## src/rtl/cache_mem_arbiter_pkg.sv

```systemverilog
// Shared types for the cache back-end memory arbiter.
// Holds the FSM encoding and the round-robin step helper.
package cache_mem_arbiter_pkg;

  typedef enum logic {
    ARB_IDLE = 1'b0,
    ARB_BUSY = 1'b1
  } arb_state_e;

  localparam int DEF_MASTERS = 2;
  localparam int DEF_ADDR_W  = 32;
  localparam int DEF_DATA_W  = 32;
  localparam int DEF_BURST_W = 3;

  function automatic int rr_next(input int idx, input int n);
    return (idx + 1 >= n) ? 0 : idx + 1;
  endfunction

endpackage

```

## src/rtl/cache_mem_arbiter_if.sv

```systemverilog
// Cache-side and memory-side native bus bundle for the arbiter.
// slave is the arbiter view, master is the caches-plus-memory view.
interface cache_mem_arbiter_if #(
  parameter int N_MASTERS = 2,
  parameter int ADDR_W    = 32,
  parameter int DATA_W    = 32
);
  localparam int NBYTES = DATA_W / 8;

  logic [N_MASTERS-1:0]        m_valid;
  logic [N_MASTERS*ADDR_W-1:0] m_addr;
  logic [N_MASTERS*DATA_W-1:0] m_wdata;
  logic [N_MASTERS*NBYTES-1:0] m_wstrb;
  logic [DATA_W-1:0]           m_rdata;
  logic [N_MASTERS-1:0]        m_ready;

  logic                        mem_valid;
  logic [ADDR_W-1:0]           mem_addr;
  logic [DATA_W-1:0]           mem_wdata;
  logic [NBYTES-1:0]           mem_wstrb;
  logic [DATA_W-1:0]           mem_rdata;
  logic                        mem_ready;

  modport slave (
    input  m_valid, m_addr, m_wdata, m_wstrb,
    input  mem_rdata, mem_ready,
    output m_rdata, m_ready,
    output mem_valid, mem_addr, mem_wdata, mem_wstrb
  );

  modport master (
    output m_valid, m_addr, m_wdata, m_wstrb,
    output mem_rdata, mem_ready,
    input  m_rdata, m_ready,
    input  mem_valid, mem_addr, mem_wdata, mem_wstrb
  );

endinterface

```

## src/rtl/cache_mem_arbiter_rr_prio_enc.sv

```systemverilog
// Round-robin priority encoder: first set req bit at or after ptr.
// Pure combinational, scans ptr, ptr+1, ... wrapping modulo N_MASTERS.
module rr_prio_enc #(
  parameter int N_MASTERS = 2,
  parameter int MASTER_W  = $clog2(N_MASTERS)
) (
  input  logic [N_MASTERS-1:0] req,
  input  logic [MASTER_W-1:0]  ptr,
  output logic [MASTER_W-1:0]  gnt_idx,
  output logic                 gnt_vld
);

  int sum;
  logic [MASTER_W-1:0] idx;

  // Walk from the farthest offset down so the nearest hit wins.
  always_comb begin
    gnt_idx = '0;
    gnt_vld = 1'b0;
    sum     = 0;
    idx     = '0;
    for (int k = N_MASTERS - 1; k >= 0; k--) begin
      sum = int'(ptr) + k;
      if (sum >= N_MASTERS) sum = sum - N_MASTERS;
      idx = MASTER_W'(sum);
      if (req[idx]) begin
        gnt_idx = idx;
        gnt_vld = 1'b1;
      end
    end
  end

endmodule

```

## src/rtl/cache_mem_arbiter.sv

```systemverilog
// Round-robin arbiter sharing one native memory port between cache back-ends.
// Consecutive read beats keep the grant so a line refill is never interleaved.
module cache_mem_arbiter
  import cache_mem_arbiter_pkg::*;
#(
  parameter int N_MASTERS = DEF_MASTERS,
  parameter int ADDR_W    = DEF_ADDR_W,
  parameter int DATA_W    = DEF_DATA_W,
  parameter int NBYTES    = DATA_W / 8,
  parameter int MASTER_W  = $clog2(N_MASTERS),
  parameter int BURST_W   = DEF_BURST_W
) (
  input  logic                clk,
  input  logic                reset,
  cache_mem_arbiter_if.slave  bus,
  output logic                busy,
  output logic [MASTER_W-1:0] grant
);

  localparam logic [BURST_W:0] LAST_BEAT =
    (BURST_W + 1)'((1 << BURST_W) - 1);

  arb_state_e          state;
  logic [MASTER_W-1:0] grant_r;
  logic [MASTER_W-1:0] rr_ptr;
  logic [MASTER_W-1:0] win_idx;
  logic                win_vld;
  logic [BURST_W:0]    beat_cnt;

  logic                is_busy;
  logic                sel_valid;
  logic [ADDR_W-1:0]   sel_addr;
  logic [DATA_W-1:0]   sel_wdata;
  logic [NBYTES-1:0]   sel_wstrb;
  logic                out_valid;
  logic                beat_done;
  logic                is_write;
  logic                last_beat;
  logic                release_now;
  logic [N_MASTERS-1:0] ready;

  rr_prio_enc #(
    .N_MASTERS (N_MASTERS),
    .MASTER_W  (MASTER_W)
  ) u_enc (
    .req     (bus.m_valid),
    .ptr     (rr_ptr),
    .gnt_idx (win_idx),
    .gnt_vld (win_vld)
  );

  always_comb begin
    is_busy     = (state == ARB_BUSY);
    sel_valid   = bus.m_valid[grant_r];
    sel_addr    = bus.m_addr[int'(grant_r)*ADDR_W +: ADDR_W];
    sel_wdata   = bus.m_wdata[int'(grant_r)*DATA_W +: DATA_W];
    sel_wstrb   = bus.m_wstrb[int'(grant_r)*NBYTES +: NBYTES];
    out_valid   = is_busy & sel_valid;
    beat_done   = out_valid & bus.mem_ready;
    is_write    = |sel_wstrb;
    last_beat   = (BURST_W == 0) || (beat_cnt == LAST_BEAT);
    // A dropped valid ends the lock: nothing is outstanding on a native port.
    release_now = !sel_valid || (beat_done && (is_write || last_beat));
    ready          = '0;
    ready[grant_r] = beat_done;
  end

  assign bus.mem_valid = out_valid;
  assign bus.mem_addr  = is_busy ? sel_addr  : '0;
  assign bus.mem_wdata = is_busy ? sel_wdata : '0;
  assign bus.mem_wstrb = is_busy ? sel_wstrb : '0;
  assign bus.m_ready   = ready;
  assign bus.m_rdata   = bus.mem_rdata;
  assign busy          = is_busy;
  assign grant         = grant_r;

  always_ff @(posedge clk) begin
    if (reset) begin
      state    <= ARB_IDLE;
      grant_r  <= '0;
      rr_ptr   <= '0;
      beat_cnt <= '0;
    end else begin
      unique case (state)
        ARB_IDLE: begin
          if (win_vld) begin
            grant_r  <= win_idx;
            beat_cnt <= '0;
            state    <= ARB_BUSY;
          end
        end
        ARB_BUSY: begin
          if (release_now) begin
            state  <= ARB_IDLE;
            rr_ptr <= MASTER_W'(rr_next(int'(grant_r), N_MASTERS));
          end else if (beat_done) begin
            beat_cnt <= beat_cnt + 1'b1;
          end
        end
        default: state <= ARB_IDLE;
      endcase
    end
  end

endmodule

```

## src/flat_wrapper.sv

```systemverilog
// flat-port wrapper written by rule: the top's interface ports become plain ports
module cache_mem_arbiter_flat import cache_mem_arbiter_pkg::*;
#(
  parameter int N_MASTERS = DEF_MASTERS,
  parameter int ADDR_W    = DEF_ADDR_W,
  parameter int DATA_W    = DEF_DATA_W,
  parameter int NBYTES    = DATA_W / 8,
  parameter int MASTER_W  = $clog2(N_MASTERS),
  parameter int BURST_W   = DEF_BURST_W
)
  (clk, reset, busy, grant, bus_m_valid, bus_m_addr, bus_m_wdata, bus_m_wstrb, bus_mem_rdata, bus_mem_ready, bus_m_rdata, bus_m_ready, bus_mem_valid, bus_mem_addr, bus_mem_wdata, bus_mem_wstrb);
  cache_mem_arbiter_if #(.N_MASTERS(N_MASTERS), .ADDR_W(ADDR_W), .DATA_W(DATA_W)) bus_i ();
  input  logic clk;
  input  logic reset;
  output logic busy;
  output logic [MASTER_W-1:0] grant;
  input wire logic [$bits(bus_i.m_valid)-1:0] bus_m_valid;
  input wire logic [$bits(bus_i.m_addr)-1:0] bus_m_addr;
  input wire logic [$bits(bus_i.m_wdata)-1:0] bus_m_wdata;
  input wire logic [$bits(bus_i.m_wstrb)-1:0] bus_m_wstrb;
  input wire logic [$bits(bus_i.mem_rdata)-1:0] bus_mem_rdata;
  input wire logic [$bits(bus_i.mem_ready)-1:0] bus_mem_ready;
  output wire logic [$bits(bus_i.m_rdata)-1:0] bus_m_rdata;
  output wire logic [$bits(bus_i.m_ready)-1:0] bus_m_ready;
  output wire logic [$bits(bus_i.mem_valid)-1:0] bus_mem_valid;
  output wire logic [$bits(bus_i.mem_addr)-1:0] bus_mem_addr;
  output wire logic [$bits(bus_i.mem_wdata)-1:0] bus_mem_wdata;
  output wire logic [$bits(bus_i.mem_wstrb)-1:0] bus_mem_wstrb;
  assign bus_i.m_valid = bus_m_valid;
  assign bus_i.m_addr = bus_m_addr;
  assign bus_i.m_wdata = bus_m_wdata;
  assign bus_i.m_wstrb = bus_m_wstrb;
  assign bus_i.mem_rdata = bus_mem_rdata;
  assign bus_i.mem_ready = bus_mem_ready;
  assign bus_m_rdata = bus_i.m_rdata;
  assign bus_m_ready = bus_i.m_ready;
  assign bus_mem_valid = bus_i.mem_valid;
  assign bus_mem_addr = bus_i.mem_addr;
  assign bus_mem_wdata = bus_i.mem_wdata;
  assign bus_mem_wstrb = bus_i.mem_wstrb;
  cache_mem_arbiter #(.N_MASTERS(N_MASTERS), .ADDR_W(ADDR_W), .DATA_W(DATA_W), .NBYTES(NBYTES), .MASTER_W(MASTER_W), .BURST_W(BURST_W)) u_core (.clk(clk), .reset(reset), .bus(bus_i), .busy(busy), .grant(grant));
endmodule
```

## config.mk

```make
export PLATFORM = sky130hd
export DESIGN_NAME = cache_mem_arbiter_flat
export DESIGN_NICKNAME = d
export VERILOG_FILES = /design/src/rtl/cache_mem_arbiter_pkg.sv /design/src/rtl/cache_mem_arbiter_if.sv /design/src/rtl/cache_mem_arbiter_rr_prio_enc.sv /design/src/rtl/cache_mem_arbiter.sv /design/src/flat_wrapper.sv
export SDC_FILE = /design/constraint.sdc
export NUM_CORES = 1
export LEC_CHECK = 0
export CAP_MARGIN = 20
export CORE_AREA = 2 2 107 109
export CTS_CLUSTER_DIAMETER = 200
export DETAILED_ROUTE_END_ITERATION = 16
export DIE_AREA = 0 0 109 111
export MAX_ROUTING_LAYER = met4
export PLACE_DENSITY_LB_ADDON = 0.05
export SETUP_SLACK_MARGIN = 0.3
export SLEW_MARGIN = 10
export SYNTH_ARGS = -nofsm -noshare
export SYNTH_HDL_FRONTEND = slang
export SYNTH_SLANG_ARGS = --single-unit
```

## constraint.sdc

```tcl
create_clock -name clk -period 3.8 [get_ports clk]
set_clock_uncertainty 0.15 [all_clocks]
set_input_delay 0.57 -clock clk [delete_from_list [all_inputs] [get_ports clk]]
set_output_delay 0.57 -clock clk [all_outputs]
set_load 0.01 [all_outputs]
```

# Word level (Yosys, flattened, before mapping)
# Cells that the tools add are included.
[word_totals] regBits=7 out_inout_bits=105 word_cells=61
[op_classes] addsub=5 order_cmp=7 n_eq_ne=4 shift=3 n_mux=25 bitwise=4 n_reduce_logical=9
[ops] cell="indexed part select 64 x 7 -> 32 bit" n=2
[ops] cell="two-way mux 32 bit" n=2
[ops] cell="two-way mux 1 bit" n=16
[ops] cell="two-way mux 4 bit" n=4
[ops] cell="case mux 4 bit (2 select lines)" n=1
[ops] cell="indexed part select 8 x 4 -> 4 bit" n=1
[ops] cell="less-than comparator 1 x 2 -> 1 bit, second input constant" n=3
[ops] cell="inequality test 2 bit, second input constant" n=3
[ops] cell="adder 1 x 1 -> 2 bit, second input constant" n=2
[ops] cell="adder 4 x 1 -> 4 bit, second input constant" n=1
[ops] cell="equality test 4 x 3 -> 1 bit, second input constant" n=1
[ops] cell="greater-or-equal comparator 2 bit, second input constant" n=2
[ops] cell="AND reduction 2 bit" n=2
[ops] cell="OR reduction 4 bit" n=1
[ops] cell="AND reduction 3 bit" n=1
[ops] cell="bitwise AND 1 bit" n=2
[ops] cell="bitwise AND 2 bit" n=1
[ops] cell="greater-or-equal comparator 1 x 2 -> 1 bit, second input constant" n=1
[ops] cell="logical AND 1 bit" n=2
[ops] cell="logical OR 1 bit" n=2
[ops] cell="case mux 1 bit (2 select lines)" n=1
[ops] cell="subtractor 1 bit, second input constant" n=2
[ops] cell="demux 1 bit (select 1 bit)" n=1
[ops] cell="greater-or-equal comparator 1 bit, second input constant" n=1
[ops] cell="other kinds (2)" n=2

# Logic depth before layout (Yosys ltp)
# Gate-level depths: netlist of run 1.
[logic_depth] ltp_word=9 ltp_mapped=5 depth_no_buf=5

# Cells and area by module
# A second synthesis of run 1 with hierarchy kept.
[hier_totals] cells_unflattened=234 hier_area_um2=1878.1
[by_module_without_submodules] module="cache_mem_arbiter" instances=1 cells_each=231 area_per_inst_um2=1860.5 seq_area_each_um2=140.1
[by_module_without_submodules] module="rr_prio_enc" instances=1 cells_each=3 area_per_inst_um2=17.5 seq_area_each_um2=0.0

# Worst setup path before layout of run 1
# Ideal clock, no wire load.
[synth_timing] path_type="register to output" startpoint="reg u_core.state, in the netlist u_core.busy" endpoint="out bus_mem_addr[21]" t_arrival_ps=1395 t_required_ps=3080 setup_slack_ps=1685 path_stages_with_launch=6 cell_sequence="dfxtp_1 -> inv_1 -> clkbuf_1 -> buf_1 -> buf_1 -> nor2_1"
[synth_between] elab_chain_len=1
[synth_rtl] item="start: declaration" line="cache_mem_arbiter.sv:23" text="arb_state_e state;"
[synth_rtl] item="start signal: assignment" line="cache_mem_arbiter.sv:79" text="state <= ARB_IDLE;"
[synth_rtl] item="start signal: assignment" line="cache_mem_arbiter.sv:89" text="state <= ARB_BUSY;"
[synth_rtl] item="start signal: assignment" line="cache_mem_arbiter.sv:94" text="state <= ARB_IDLE;"
[synth_rtl] item="two-way mux 32 bit" line="cache_mem_arbiter.sv:69" text="assign bus.mem_addr = is_busy ? sel_addr : '0;"
[synth_rtl] item="end: declaration" line="flat_wrapper.sv:26" text="output wire logic [$bits(bus_i.mem_addr)-1:0] bus_mem_addr;"
# Every way passes these cells.

# Worst setup path after layout of run 1
[layout_timing] startpoint="in bus_m_valid[1]" endpoint="out bus_m_ready[0]"
[layout_between] elab_chain_len=5
[layout_rtl] item="start: declaration" line="flat_wrapper.sv:17" text="input wire logic [$bits(bus_i.m_valid)-1:0] bus_m_valid;"
[layout_rtl] item="two-way mux 1 bit (implied by the code) (2 in series)" line="cache_mem_arbiter.sv:54" text="sel_valid = bus.m_valid[grant_r];"
[layout_rtl] item="bitwise AND 1 bit" line="cache_mem_arbiter.sv:58" text="out_valid = is_busy & sel_valid;"
[layout_rtl] item="bitwise AND 1 bit" line="cache_mem_arbiter.sv:59" text="beat_done = out_valid & bus.mem_ready;"
[layout_rtl] item="bitwise AND 2 bit (no line)"
[layout_rtl] item="end: declaration" line="flat_wrapper.sv:24" text="output wire logic [$bits(bus_i.m_ready)-1:0] bus_m_ready;"
# Every way passes these cells. The select of a mux whose other input is x is not followed.

==> run_results.csv, run 1 <==
group,metric,value,unit
outcome,status,"complete, no violations",
finish,design_area,0.00383,mm^2
floorplanning,row_count,39,
grt,grt_pass1_wl,11.7,mm
yosys,synth_edf_count,0,
detailed_routing,post_drt_wl_per_cell,14.9,um
clock_tree,cts-resized-gates,0,
sta,max_freq,0.347,GHz
floorplanning,coreArea,0.0111,mm^2
finish,filler_cell_count,1198,
min_path,hp-start,"u_core.beat_cnt[1]$_SDFFE_PP0P_",
detailed_routing,totalWireLength,8.23,mm
finish,final_cell_mix,"clkdlybuf4s50_1, nor2_1, mux2i_1",
yosys,synth_seq_cells,7,
clock_tree,clock_path_buffers,2,
detailed_routing,remaining_drc_errors,0,
finish,syn_to_final_growth,126,%
sta,rsz0062_at_grt,"false",
critical_path,path_class,"in2out",
clock_tree,cts_sinks,7,
critical_path,endpoint_kind,"output port",
detailed_routing,dr_wl_met3,780,um
floorplanning,dieArea,0.0121,mm^2
sta,worst_pin_slew,600,ps
flow_run,cap_violations,0,
yosys,ys_types,31,
critical_path,cp_data_arrival_time,2160,ps
detailed_routing,top_layer,"met4",
min_path,min_path_type,"reg2reg",
yosys,syn-mean-instance-area,7.18,um^2
yosys,ys_seq_area_share,8.27,%
finish,final_common_cell,"clkdlybuf4s50_1",
floorplanning,chipWidth,109,um
clock_tree,cts_max_level,1,
yosys,synth-main-ff-cell,"dfxtp_1",
yosys,async_reset_ff_share,0,%
clock_tree,root_buffer,"clkbuf_16",
clock_tree,clkSlewWorstSetupHoldPaths,40,ps
detailed_routing,viasPerCell,4.20,
finish,regArea,144,um^2
sta,maxSlewViolCount,0,
grt,gr-total-overflow,0,
detailed_routing,drtAntennaViolNets,0,
sta,tns,0,ps
sta,fin_hold_ws,370,ps
grt,grt_max_degree,54,
floorplanning,die_h,111,um
clock_tree,insertion_delay,230,ps
sta,fin_crit_sh,75.8,%
placed_design,gp_congestion,0.730,
placed_design,dp_hpwl,6.79,mm
sta,setup_viol,0,
floorplanning,start_util,15.3,%
finish,nNetsFinal,583,
detailed_routing,wl_met1,3.05,mm
finish,finalNonFillerCells,551,
finish,antennaDiodeCount,0,
clock_tree,cts_setup_buffers,0,
critical_path,crit_required,3080,ps
sta,slew_headroom,59.6,%
grt,grt.total_usage,12.8,%
yosys,yosys_warnings,0,
yosys,syn_nets,410,
finish,multi_input_comb_area,0.00123,mm^2
critical_path,critPathMaxFanout,7,
power_and_ir_drop,powerDensity,183,mW/mm^2
sta,hold_viol_final,0,
critical_path,regToRegStartpoint,"u_core.grant$_SDFFE_PP0P_",
detailed_routing,dr_wl_met2,4.24,mm
clock_tree,cts_buffers,3,
critical_path,crit_start,"bus_m_valid[1]",
finish,drive_gt1_share,3.19,%
detailed_routing,drt_iter0_markers,101,
detailed_routing,firstDrtPassIters,4,
sta,post-route-min-period,2880,ps
clock_tree,postCtsHoldBufs,0,
detailed_routing,vias,2312,
power_and_ir_drop,ir_drop,0.102,mV
floorplanning,pin_count,278,
power_and_ir_drop,power_leakage,0.00132,uW
grt,antenna_found_initial,0,
placed_design,placed_area,0.00375,mm^2
yosys,syn_inst,236,
grt,grt_pass1_vias,2210,
critical_path,startpoint_type,"input pin",
yosys,syn-cell-area,0.00169,mm^2
power_and_ir_drop,finalPower,699,uW
placed_design,dp_cells,547,
placed_design,port_buffers,213,
clock_tree,cts_tree,"done",
-- critical path, cell delays in order --
cell and delay [ps]:
clkdlybuf4s50_1 530, mux2i_1 120, nand2b_1 270, nor2_1 130, clkdlybuf4s50_1 540
-- state kept, by name (all words and copies together), names as in the netlist --
signal and count:
u_core.beat_cnt 4, u_core.busy 1, u_core.grant 1, u_core.rr_ptr 1
-- worst paths after layout --
path                                     end  slack [ps]  cells after the start
max                           bus_m_ready[0]         920                      5
min          u_core.beat_cnt[1]$_SDFFE_PP0P_         370                      2
max reg2reg  u_core.beat_cnt[3]$_SDFFE_PP0P_        1410                      5
min reg2reg  u_core.beat_cnt[1]$_SDFFE_PP0P_         370                      2
-- Yosys cell counts, drive strengths merged, types with 2 or more instances --
| master | count | area, um^2 |
|---|---|---|
| a21oi | 5 | 25.0 |
| o21ai | 3 | 15.0 |
| o211ai | 5 | 37.5 |
| inv | 4 | 15.0 |
| nand2b | 2 | 12.5 |
| nand3 | 2 | 10.0 |
| nand2 | 2 | 7.51 |
| nand4 | 2 | 12.5 |
| buf | 42 | 287 |
| dfxtp | 7 | 140 |
| nor3 | 2 | 10.0 |
| nor2 | 71 | 267 |
| clkbuf | 6 | 22.5 |
| mux2i | 69 | 703 |
| a31oi | 2 | 12.5 |
-- metal layers --
layer	track usage, %	up-vias
met5	-	-
met4	3.59	0
met3	3.12	14
met2	23.8	154
met1	13.2	1013
li1	-	1131
-- logic make-up (layout without fill, tap and decap cells) --
kind of cell | Yosys count | in the layout | share of synthesized area (%)
flops | 7 | 7 | 8.27
simple gates | 88 | 88 | 22.5
fa+ha+maj | 1 | 1 | 0.738
buf+inv | 52 | 224 | 19.1
compound gates | 19 | 19 | 7.90
mux | 69 | 69 | 41.5
-- where the power goes --
| group | internal, uW | switching (uW) |
|---|---|---|
| clock network | 140 | 41.1 |
| registers | 76.6 | 10.5 |
| logic | 276 | 155 |
-- final cells by class --
class	count	share of cell area (%)
Sequential cell	7	3.76
Multi-Input combinational cell	177	32.1
Clock buffer	4	2.06
Inverter	4	0.392
Tap cell	143	4.68
Timing Repair Buffer	216	57.0
-- through the flow --
step / util [%] / worst slack (ps)
after global routing: 34.5 / 798
after CTS: 34.5 / 920
after floorplan: - / 1690
after detailed placement: 33.8 / 939
final: 34.5 / 920
after global placement: 33.8 / 952
Note: power is estimated with default switching activity, not from simulation.
==> run 2, diff against run 1 <==
- clock period: 3.8 -> 2.4 ns (I/O delays scaled with it)
==> run 2 against run 1 <==
  * Utilization grew 1.4 points
  * Largest cell class unchanged
  * Register-to-register slack worse by 1000 ps
  * Final cell count is 3.3% higher
  * Via count is 1.2% higher
  * Wire length is 3.7% higher
  * Largest power group unchanged
  * Combinational power grew 62%
  * Design area grew 4.2%
  * Sequential share of layout area decreased by 0.15 points
  * Die area unchanged
  * Highest routed layer unchanged
==> run_results.csv, run 2 (synthesis gave the netlist of run 1 again) <==
group,metric,value,unit
outcome,status,"complete, no violations",
placed_design,port_buffers,213,
clock_tree,root_buffer,"clkbuf_16",
critical_path,cp_top_family,"buffers and inverters",
sta,tns,0,ps
grt,grt_pass1_wl,12.5,mm
clock_tree,cts_max_level,1,
placed_design,dp_cells,558,
critical_path,cpMostUsedCell,"buf_4",
critical_path,crit_buf_inv,3,
finish,regArea,144,um^2
detailed_routing,firstDrtPassIters,4,
finish,finalNonFillerCells,569,
critical_path,cp_data_arrival_time,1580,ps
power_and_ir_drop,ir_drop,0.180,mV
sta,post-route-min-period,2090,ps
detailed_routing,remaining_drc_errors,0,
sta,slew_headroom,70.7,%
floorplanning,start_util,15.3,%
detailed_routing,drtAntennaViolNets,0,
finish,final_cell_mix,"clkdlybuf4s50_1, nor2_1, mux2i_1",
power_and_ir_drop,power_leakage,0.00179,uW
grt,gr-total-overflow,0,
sta,hold_viol_final,0,
clock_tree,insertion_delay,230,ps
critical_path,cp_cell_sequence,"buf_4 -> buf_4 -> mux2i_4 -> nand2b_4 -> nor2_1 -> dlygate4sd2_1",
grt,grt.total_usage,13.6,%
floorplanning,coreArea,0.0111,mm^2
finish,drive_gt1_share,7.98,%
finish,final_common_cell,"clkdlybuf4s50_1",
finish,nNetsFinal,601,
critical_path,endpoint_kind,"output port",
clock_tree,postCtsHoldBufs,0,
min_path,min_path_type,"reg2reg",
detailed_routing,drt_iter0_markers,85,
sta,maxSlewViolCount,0,
grt,grt_max_degree,40,
grt,antenna_found_initial,0,
floorplanning,pin_count,278,
grt,grt_pass1_vias,2474,
critical_path,cpMaxStageDelayCell,"dfxtp_4",
finish,regMostFlops,"u_core.beat_cnt",
sta,max_freq,0.478,GHz
clock_tree,cts_buffers,3,
sta,setup_viol,0,
critical_path,crit_required,1890,ps
finish,multi_input_comb_area,0.00126,mm^2
detailed_routing,viasPerCell,4.11,
clock_tree,cts_tree,"done",
sta,setup_ws,308,ps
power_and_ir_drop,powerDensity,278,mW/mm^2
critical_path,max_stage_delay,370,ps
finish,largest_register_ffs,4,
clock_tree,cts_sinks,7,
placed_design,post-place-ws,63.1,ps
sta,rsz0062_at_grt,"true",
finish,filler_cell_count,1174,
critical_path,critPathMaxFanout,4,
detailed_routing,vias,2339,
sta,fin_crit_sh,87.2,%
critical_path,path_class,"reg2out",
clock_tree,clock_path_buffers,2,
finish,syn_to_final_growth,135,%
critical_path,startpoint_type,"flip-flop",
placed_design,dp_hpwl,6.94,mm
sta,fin_hold_ws,358,ps
detailed_routing,post_drt_wl_per_cell,15.0,um
sta,worst_pin_slew,436,ps
clock_tree,clkSlewWorstSetupHoldPaths,40,ps
flow_run,cap_violations,0,
floorplanning,row_count,39,
floorplanning,dieArea,0.0121,mm^2
placed_design,gp_congestion,0.807,
detailed_routing,totalWireLength,8.53,mm
floorplanning,die_h,111,um
floorplanning,chipWidth,109,um
finish,antennaDiodeCount,0,
==> run 2: what timing repair did <==
action,in CTS,in global routing
endpoints found under the hold margin,0,0
buffers inserted,6,1
endpoints found under the setup margin,75,11
pin swaps,0,1
resized for setup,68,13
==> run 2: worst min-delay path, stage by stage (launching register included) <==
cell and delay, ps:
dfxtp_1 310, o211ai_1 80, a21oi_1 60
==> run 2: path summary, 6_finish.rpt <==
kind / slack (ps) / end / depth (start not counted) / start
max reg2reg: 410 / u_core.beat_cnt[3]$_SDFFE_PP0P_ / 7 / u_core.grant$_SDFFE_PP0P_
min: 360 / u_core.beat_cnt[1]$_SDFFE_PP0P_ / 2 / u_core.beat_cnt[1]$_SDFFE_PP0P_
max: 310 / bus_m_ready[0] / 6 / u_core.grant$_SDFFE_PP0P_
min reg2reg: 360 / u_core.beat_cnt[1]$_SDFFE_PP0P_ / 2 / u_core.beat_cnt[1]$_SDFFE_PP0P_
==> run 2: routing by layer <==
| metal | wire length, um | global-route usage [%] | part of all wire, % | vias up |
|---|---|---|---|---|
| li1 | - | - | - | 1162 |
| met3 | 791 | 3.12 | 9.3 | 14 |
| met4 | 119 | 2.22 | 1.4 | 0 |
| met1 | 3240 | 14.2 | 38 | 1012 |
| met2 | 4380 | 25.7 | 51 | 151 |
| met5 | 0 | - | 0 | - |
==> run 2: metrics by stage <==
stage          area (um^2)  power, uW  util [%]
6_report              3990       1110      36.0
2_1_floorplan         1690        439         -
3_5_place_dp          3840        855      34.7
4_1_cts               3930       1120      35.4
5_1_grt               3990       1180      36.0
3_3_place_gp          3840        855      34.7
==> run 2: power by group <==
group          leakage (uW)  internal, uW  total (uW)  switching (uW)
clock network     0.0000382           221         286            64.8
logic               0.00170           428         698             269
registers         0.0000577           121         126            5.15
==> run 2: layout make-up <==
type	instances	area share, %
clock buffer	4	1.98
inverter	4	0.439
multi-input combinational	177	31.7
sequential	7	3.61
tap	143	4.49
timing repair buffer	234	57.8
